File: src/rtl/fp_unpack_pkg.sv
// Shared format constants and types for the single-precision operand unpacker.
// Field widths, special exponent encoding and the classified-operand record.
package fp_unpack_pkg;

    localparam int WEXP     = 8;
    localparam int WSIG     = 23;
    localparam int WDATA    = WEXP + WSIG + 1;
    localparam int SHIFT_W  = 5;
    localparam int QNAN_BIT = WSIG - 1;

    localparam logic [WEXP-1:0] EXP_ONES = '1;

    // Two extra bits so normalized denormal exponents can go negative without wrapping.
    typedef logic signed [WEXP+1:0] exp_t;
    typedef logic [WSIG:0]          sig_t;
    typedef logic [SHIFT_W-1:0]     shift_t;

    typedef enum logic [1:0] {
        S_IDLE,
        S_NORM,
        S_DONE
    } state_t;

    typedef struct packed {
        logic sign;
        exp_t exp;
        sig_t sig;
        logic is_zero;
        logic is_inf;
        logic is_nan;
        logic is_snan;
        logic is_denorm;
    } cls_t;

endpackage

File: src/rtl/fp_unpack_if.sv
// Operand-in / result-out channel of the unpacker, both with valid/ready handshakes.
// The slave side is the unpacker; the master side is the producer plus consumer.
interface fp_unpack_if;
    import fp_unpack_pkg::*;

    logic [WDATA-1:0] in_data;
    logic             in_valid;
    logic             in_ready;

    logic             out_sign;
    exp_t             out_exp;
    sig_t             out_sig;
    shift_t           out_norm_shift;
    logic             out_is_zero;
    logic             out_is_inf;
    logic             out_is_nan;
    logic             out_is_snan;
    logic             out_was_denorm;
    logic             out_valid;
    logic             out_ready;

    modport slave (
        input  in_data, in_valid, out_ready,
        output in_ready, out_sign, out_exp, out_sig, out_norm_shift,
               out_is_zero, out_is_inf, out_is_nan, out_is_snan,
               out_was_denorm, out_valid
    );

    modport master (
        output in_data, in_valid, out_ready,
        input  in_ready, out_sign, out_exp, out_sig, out_norm_shift,
               out_is_zero, out_is_inf, out_is_nan, out_is_snan,
               out_was_denorm, out_valid
    );

endinterface

File: src/rtl/fp_classify.sv
// Combinational classifier: splits a packed single-precision word into flags
// and the initial exponent/significand the normalizer starts from.
module fp_classify
    import fp_unpack_pkg::*;
(
    input  logic [WDATA-1:0] word_i,
    output cls_t             cls_o
);

    logic [WEXP-1:0] exp_field;
    logic [WSIG-1:0] frac_field;

    assign exp_field  = word_i[WDATA-2 -: WEXP];
    assign frac_field = word_i[WSIG-1:0];

    always_comb begin
        // NOTE: default every field first so no path through the ifs can infer a latch.
        cls_o      = '0;
        cls_o.sign = word_i[WDATA-1];

        if (exp_field == '0) begin
            if (frac_field == '0) begin
                cls_o.is_zero = 1'b1;
            end else begin
                // Denormals start at the minimum normal exponent with the hidden bit clear.
                cls_o.is_denorm = 1'b1;
                cls_o.exp       = exp_t'(1);
                cls_o.sig       = {1'b0, frac_field};
            end
        end else if (exp_field == EXP_ONES) begin
            cls_o.exp = exp_t'({2'b00, exp_field});
            cls_o.sig = {1'b0, frac_field};
            if (frac_field == '0) begin
                cls_o.is_inf = 1'b1;
            end else begin
                cls_o.is_nan  = 1'b1;
                cls_o.is_snan = ~frac_field[QNAN_BIT];
            end
        end else begin
            cls_o.exp = exp_t'({2'b00, exp_field});
            cls_o.sig = {1'b1, frac_field};
        end
    end

endmodule

File: src/rtl/fp_unpack.sv
// Operand unpacker: accepts packed words, classifies them and shifts denormals
// left one bit per cycle until the hidden bit is set, then presents the result.
module fp_unpack
    import fp_unpack_pkg::*;
(
    input  logic           clk,
    input  logic           rst_n,
    fp_unpack_if.slave     fp_if
);

    state_t state_q;
    cls_t   res_q;
    shift_t shift_q;
    cls_t   cls;
    logic   accept;

    fp_classify u_classify (
        .word_i (fp_if.in_data),
        .cls_o  (cls)
    );

    // A finished result may be replaced in the same cycle it is consumed.
    assign fp_if.in_ready = rst_n & ((state_q == S_IDLE) |
                                     ((state_q == S_DONE) & fp_if.out_ready));
    assign accept = fp_if.in_valid & fp_if.in_ready;

    always_ff @(posedge clk or negedge rst_n) begin
        if (!rst_n) begin
            // NOTE: only flops live here, so every one of them gets a reset value.
            state_q <= S_IDLE;
            res_q   <= '0;
            shift_q <= '0;
        end else if (accept) begin
            // NOTE: non-blocking updates so every register sees pre-edge values.
            res_q   <= cls;
            shift_q <= '0;
            state_q <= cls.is_denorm ? S_NORM : S_DONE;
        end else begin
            case (state_q)
                S_NORM: begin
                    res_q.sig <= res_q.sig << 1;
                    res_q.exp <= res_q.exp - exp_t'(1);
                    shift_q   <= shift_q + shift_t'(1);
                    // The bit below the hidden position becomes the hidden bit on this shift.
                    if (res_q.sig[WSIG-1]) begin
                        state_q <= S_DONE;
                    end
                end
                S_DONE: begin
                    if (fp_if.out_ready) begin
                        state_q <= S_IDLE;
                    end
                end
                default: begin
                    state_q <= S_IDLE;
                end
            endcase
        end
    end

    assign fp_if.out_valid      = (state_q == S_DONE);
    assign fp_if.out_sign       = res_q.sign;
    assign fp_if.out_exp        = res_q.exp;
    assign fp_if.out_sig        = res_q.sig;
    assign fp_if.out_norm_shift = shift_q;
    assign fp_if.out_is_zero    = res_q.is_zero;
    assign fp_if.out_is_inf     = res_q.is_inf;
    assign fp_if.out_is_nan     = res_q.is_nan;
    assign fp_if.out_is_snan    = res_q.is_snan;
    assign fp_if.out_was_denorm = res_q.is_denorm;

endmodule

File: src/flat_wrapper.sv
// flat-port wrapper written by rule: the top's interface ports become plain ports
module fp_unpack_flat import fp_unpack_pkg::*;
  (clk, rst_n, fp_if_in_data, fp_if_in_valid, fp_if_out_ready, fp_if_in_ready, fp_if_out_sign, fp_if_out_exp, fp_if_out_sig, fp_if_out_norm_shift, fp_if_out_is_zero, fp_if_out_is_inf, fp_if_out_is_nan, fp_if_out_is_snan, fp_if_out_was_denorm, fp_if_out_valid);
  fp_unpack_if fp_if_i ();
  input  logic clk;
  input  logic rst_n;
  input wire logic [$bits(fp_if_i.in_data)-1:0] fp_if_in_data;
  input wire logic [$bits(fp_if_i.in_valid)-1:0] fp_if_in_valid;
  input wire logic [$bits(fp_if_i.out_ready)-1:0] fp_if_out_ready;
  output wire logic [$bits(fp_if_i.in_ready)-1:0] fp_if_in_ready;
  output wire logic [$bits(fp_if_i.out_sign)-1:0] fp_if_out_sign;
  output wire logic [$bits(fp_if_i.out_exp)-1:0] fp_if_out_exp;
  output wire logic [$bits(fp_if_i.out_sig)-1:0] fp_if_out_sig;
  output wire logic [$bits(fp_if_i.out_norm_shift)-1:0] fp_if_out_norm_shift;
  output wire logic [$bits(fp_if_i.out_is_zero)-1:0] fp_if_out_is_zero;
  output wire logic [$bits(fp_if_i.out_is_inf)-1:0] fp_if_out_is_inf;
  output wire logic [$bits(fp_if_i.out_is_nan)-1:0] fp_if_out_is_nan;
  output wire logic [$bits(fp_if_i.out_is_snan)-1:0] fp_if_out_is_snan;
  output wire logic [$bits(fp_if_i.out_was_denorm)-1:0] fp_if_out_was_denorm;
  output wire logic [$bits(fp_if_i.out_valid)-1:0] fp_if_out_valid;
  assign fp_if_i.in_data = fp_if_in_data;
  assign fp_if_i.in_valid = fp_if_in_valid;
  assign fp_if_i.out_ready = fp_if_out_ready;
  assign fp_if_in_ready = fp_if_i.in_ready;
  assign fp_if_out_sign = fp_if_i.out_sign;
  assign fp_if_out_exp = fp_if_i.out_exp;
  assign fp_if_out_sig = fp_if_i.out_sig;
  assign fp_if_out_norm_shift = fp_if_i.out_norm_shift;
  assign fp_if_out_is_zero = fp_if_i.out_is_zero;
  assign fp_if_out_is_inf = fp_if_i.out_is_inf;
  assign fp_if_out_is_nan = fp_if_i.out_is_nan;
  assign fp_if_out_is_snan = fp_if_i.out_is_snan;
  assign fp_if_out_was_denorm = fp_if_i.out_was_denorm;
  assign fp_if_out_valid = fp_if_i.out_valid;
  fp_unpack u_core (.clk(clk), .rst_n(rst_n), .fp_if(fp_if_i));
endmodule
File: config.mk
export PLATFORM = sky130hd
export DESIGN_NAME = fp_unpack_flat
export DESIGN_NICKNAME = d
export VERILOG_FILES = /design/src/rtl/fp_unpack_pkg.sv /design/src/rtl/fp_unpack_if.sv /design/src/rtl/fp_classify.sv /design/src/rtl/fp_unpack.sv /design/src/flat_wrapper.sv
export SDC_FILE = /design/constraint.sdc
export NUM_CORES = 1
export LEC_CHECK = 0
export CAP_MARGIN = 20
export CORE_MARGIN = 3
export CORE_UTILIZATION = 48
export DETAILED_ROUTE_END_ITERATION = 7
export GPL_TIMING_DRIVEN = 0
export PLACE_DENSITY = 0.95
export SLEW_MARGIN = 0
export SYNTH_ARGS = -nofsm -noshare
export SYNTH_HDL_FRONTEND = slang
export SYNTH_SLANG_ARGS = --single-unit
File: constraint.sdc
create_clock -name clk -period 2.75 [get_ports clk]
set_input_delay 0.55 -clock clk [delete_from_list [all_inputs] [get_ports clk]]
set_output_delay 0.55 -clock clk [all_outputs]
set_load 0.02 [all_outputs]
==> run_results.csv <==
group,metric,value,unit
run_status,status,"finished, final reports clean",
worst_setup_path,arrival,2.04,ns
yosys,synth.cell_area,2286,sq um
clock_network,tritoncts,"done",
yosys,yosys.area.top_type,"dfrtp_1",
job,cap_viol_max_count,0,
worst_setup_path,worstPathMaxFanout,4,
sta,max_freq,385.8,MHz
power_and_ir_drop,p_switching,607.2,uW
floorplan,rows,24,
power_and_ir_drop,combPwrFrac,0.266,
sta,slew_headroom,0.6034,
floorplan,die-height,75.01,um
clock_network,htree_levels,2,
floorplan,start_util,0.5109,
yosys,synth_area_leaders,"dfrtp_1 (51%), nand2_1 (11%), nand3_1 (10%)",
yosys,synth.net_count,291,
routing,vias,2363,
floorplan,io-pin-count,83,
sta,finalMaxSlewViolations,0,
global_route,overflow,0,
sta,clock_skew,0.01292,ns
global_route,grt_pass1_vias,2268,
routing,routed_wirelength,6.914,mm
layout,num-fill-cells,316,
global_route,grt_pass1_wl,11.13,mm
layout,area_delta_synth_final,45.81,%
sta,timing.final.crit_share,0.9425,
layout,drive_gt1_frac,0.05814,
worst_setup_path,critPathKind,"in -> out",
worst_setup_path,crit_chain,"clkdlybuf4s50_1 > and2b_1 > nor3_1 > clkdlybuf4s50_1",
floorplan,core_region_area,4474,sq um
yosys,synth.distinct_cells,39,
power_and_ir_drop,p_int,1.401,mW
power_and_ir_drop,power.leakage,1.409,nW
placed_design,gp_congestion,0.8373,
power_and_ir_drop,p_seq_frac,0.428,
worst_setup_path,crit_family,"buffers and inverters",
worst_setup_path,cpMaxStageDelayCell,"clkdlybuf4s50_1",
clock_network,cts_max_path_buffers,2,
global_route,antenna_found_initial,0,
worst_setup_path,crit_top_cell,"clkdlybuf4s50_1",
yosys,synth_seq_area_share,0.5145,
worst_setup_path,path_buf_inv,2,
yosys,ys_seq_elements,47,
yosys,synth_top_area_share,0.5145,
routing,drt-initial-drc-count,221,
clock_network,cts_setup_buffers,0,
placed_design,dp_hpwl,5.051,mm
sta,setup_viol,0,
layout,postLayoutCoreUtil,0.7450,
global_route,grt_use_total,0.2638,
layout,n_antenna_cell,0,
floorplan,die_x,75.01,um
clock_network,cts.sinks,47,
power_and_ir_drop,vdd_ir_drop_max,0.4514,mV
power_and_ir_drop,power.density,602.5,nW/um^2
clock_network,root_buffer,"clkbuf_8",
global_route,grt_start_max_net_pins,26,
sta,hold_viol_final,0,
sta,worst_pin_slew,0.5929,ns
clock_network,cts_buffers,5,
routing,wire_per_inst,17.46,um
floorplan,die_area,5627,sq um
placed_design,port_buffers,82,
sta,hold_ws,0.1576,ns
routing,ant_nets,0,
yosys,yosysWarningCount,0,
clock_network,insertion_delay,0.32,ns
sta,final.min_clock_period,2.592,ns
yosys,synth.avg_cell_area,9.035,sq um
worst_setup_path,worst_setup_path_start_kind,"primary input",
layout,finalNetCount,381,
hold_path,hold_path_class,"in -> async",
clock_network,path_clk_slew,0.10,ns
power_and_ir_drop,swShare,0.3024,
routing,firstDrtPassIters,4,
routing,viasPerCell,5.967,
power_and_ir_drop,power_frac_clock,0.305,
worst_setup_path,required,2.20,ns
sta,rsz0062_at_grt,"no",
worst_setup_path,slowest_delay,0.63,ns
yosys,synthCells,253,
worst_setup_path,worstSetupEndpointType,"output pin",
routing,drcViolationCount,0,
==> cell type report <==
cell class / instances / area (sq um) / area share
sequential: 47 / 1176 / 0.3529
multi-input combinational: 188 / 1035 / 0.3104
tap: 52 / 65.06 / 0.01952
inverter: 4 / 15.01 / 0.004505
clock inverter: 3 / 67.56 / 0.02027
timing repair buffer: 83 / 845.8 / 0.2538
buffer: 14 / 60.06 / 0.01802
clock buffer: 5 / 68.82 / 0.02065
==> registers in the layout, summed over array words and instances, names as in the netlist <==
register / flops
u_core.fp_if.out_is_zero: 1
u_core.fp_if.out_exp: 10
u_core.state_q: 2
u_core.fp_if.out_norm_shift: 5
u_core.fp_if.out_sig: 24
u_core.fp_if.out_sign: 1
u_core.fp_if.out_is_snan: 1
u_core.fp_if.out_was_denorm: 1
u_core.fp_if.out_is_inf: 1
u_core.fp_if.out_is_nan: 1
==> per-stage QoR <==
stage	TNS [ns]	total power, mW	area (sq um)	instances	setup WS [ns]
floorplan	0	1.095	2286	253	0.9233
global placement	-74.31	1.377	3172	387	-1.645
detailed placement	0	1.398	3194	388	0.06925
CTS	0	2.009	3331	396	0.06836
global route	0	2.086	3333	396	0.1124
finish	0	2.008	3333	396	0.1581
==> logic make-up after synthesis <==
group	share of synthesized area
AND/OR/NAND/NOR	0.3240
adder cells (fa/ha/maj)	0.01095
XOR/XNOR	0.01150
multiplexers	0.004379
AO/OA/AOI/OAI	0.1018
flip-flops	0.5145
buffers and inverters	0.03284
==> cells in the final DEF (no fill, tap or decap), types with 2 or more instances in the layout <==
cell type        Yosys  routed
a21oi_1              2       2
a221o_1              6       6
and2b_1              2       2
buf_1                3       3
buf_2                6       6
bufinv_16            0       2
clkbuf_1             5       5
clkbuf_8             0       5
clkdlybuf4s50_1      0      81
dfrtp_1             47      47
ha_1                 2       2
inv_1                4       4
nand2_1             64      64
nand2b_1             4       4
nand3_1             46      46
nand4_1              5       5
nor2_1              10      10
nor3_1               5       5
nor3b_1              2       2
nor4_1               6       6
o211ai_1             2       2
o21ai_0              5       5
o21ai_1              3       3
o31ai_1              3       3
or4_1                3       3
xor2_1               2       2
==> final timing paths <==
kind / start / endpoint / slack [ns] / cells past startpoint
worst max-delay path: fp_if_out_ready / fp_if_in_ready / 0.16 / 4
max in group asynchronous: rst_n / u_core.fp_if.out_sig[16] / 2.14 / 2
worst min register to register: u_core.fp_if.out_is_snan / u_core.fp_if.out_is_snan / 0.50 / 2
worst max register to register: u_core.fp_if.out_exp[0] / u_core.fp_if.out_exp[6] / 0.82 / 6
min in group clk: u_core.fp_if.out_is_snan / u_core.fp_if.out_is_snan / 0.50 / 2
worst min-delay path: rst_n / u_core.fp_if.out_norm_shift[3] / 0.16 / 1
==> per-layer routing <==
| metal | track usage | vias to the layer above | share of wire |
|---|---|---|---|
| met2 | 0.3985 | 134 | 0.48 |
| li1 | - | 1078 | - |
| met3 | 0.06676 | 19 | 0.079 |
| met5 | 0 | - | 0 |
| met4 | 0.1067 | 0 | 0.025 |
| met1 | 0.3641 | 1132 | 0.41 |
==> repair_timing <==
item / in CTS / in global routing
resized for setup: 0 / 1
endpoints found under the setup margin: 0 / 1
hold buffers: 0 / 0
==> Yosys cell counts, drive strengths merged <==
| cell type | count |
|---|---|
| a31oi | 1 |
| mux2i | 1 |
| buf | 9 |
| nand2 | 64 |
| or4b | 1 |
| or4 | 4 |
| nor4b | 1 |
| nor2 | 10 |
| o21ai | 8 |
| nand2b | 4 |
| o2111ai | 1 |
| clkbuf | 5 |
| dfrtp | 47 |
| a22oi | 1 |
| and2 | 1 |
| o221ai | 1 |
| a21boi | 1 |
| xnor2 | 1 |
| and2b | 2 |
| nand3 | 46 |
| nor3 | 5 |
| nand4 | 5 |
| o211ai | 2 |
| xor2 | 2 |
| a21bo | 1 |
| ha | 2 |
| nor3b | 2 |
| o31ai | 3 |
| a221o | 6 |
| a31o | 1 |
| inv | 4 |
| nor2b | 1 |
| nor4 | 7 |
| a21oi | 2 |
| o41ai | 1 |
==> power groups by stage <==
stage               logic (mW)  clock network, mW  registers (mW)
finish                   0.535              0.613           0.860
global route             0.575              0.642           0.869
CTS                      0.537              0.615           0.856
detailed placement       0.531                  0           0.867
global placement         0.514                  0           0.864
floorplan                0.140                  0           0.955
Power figures use the tool's default switching activity.
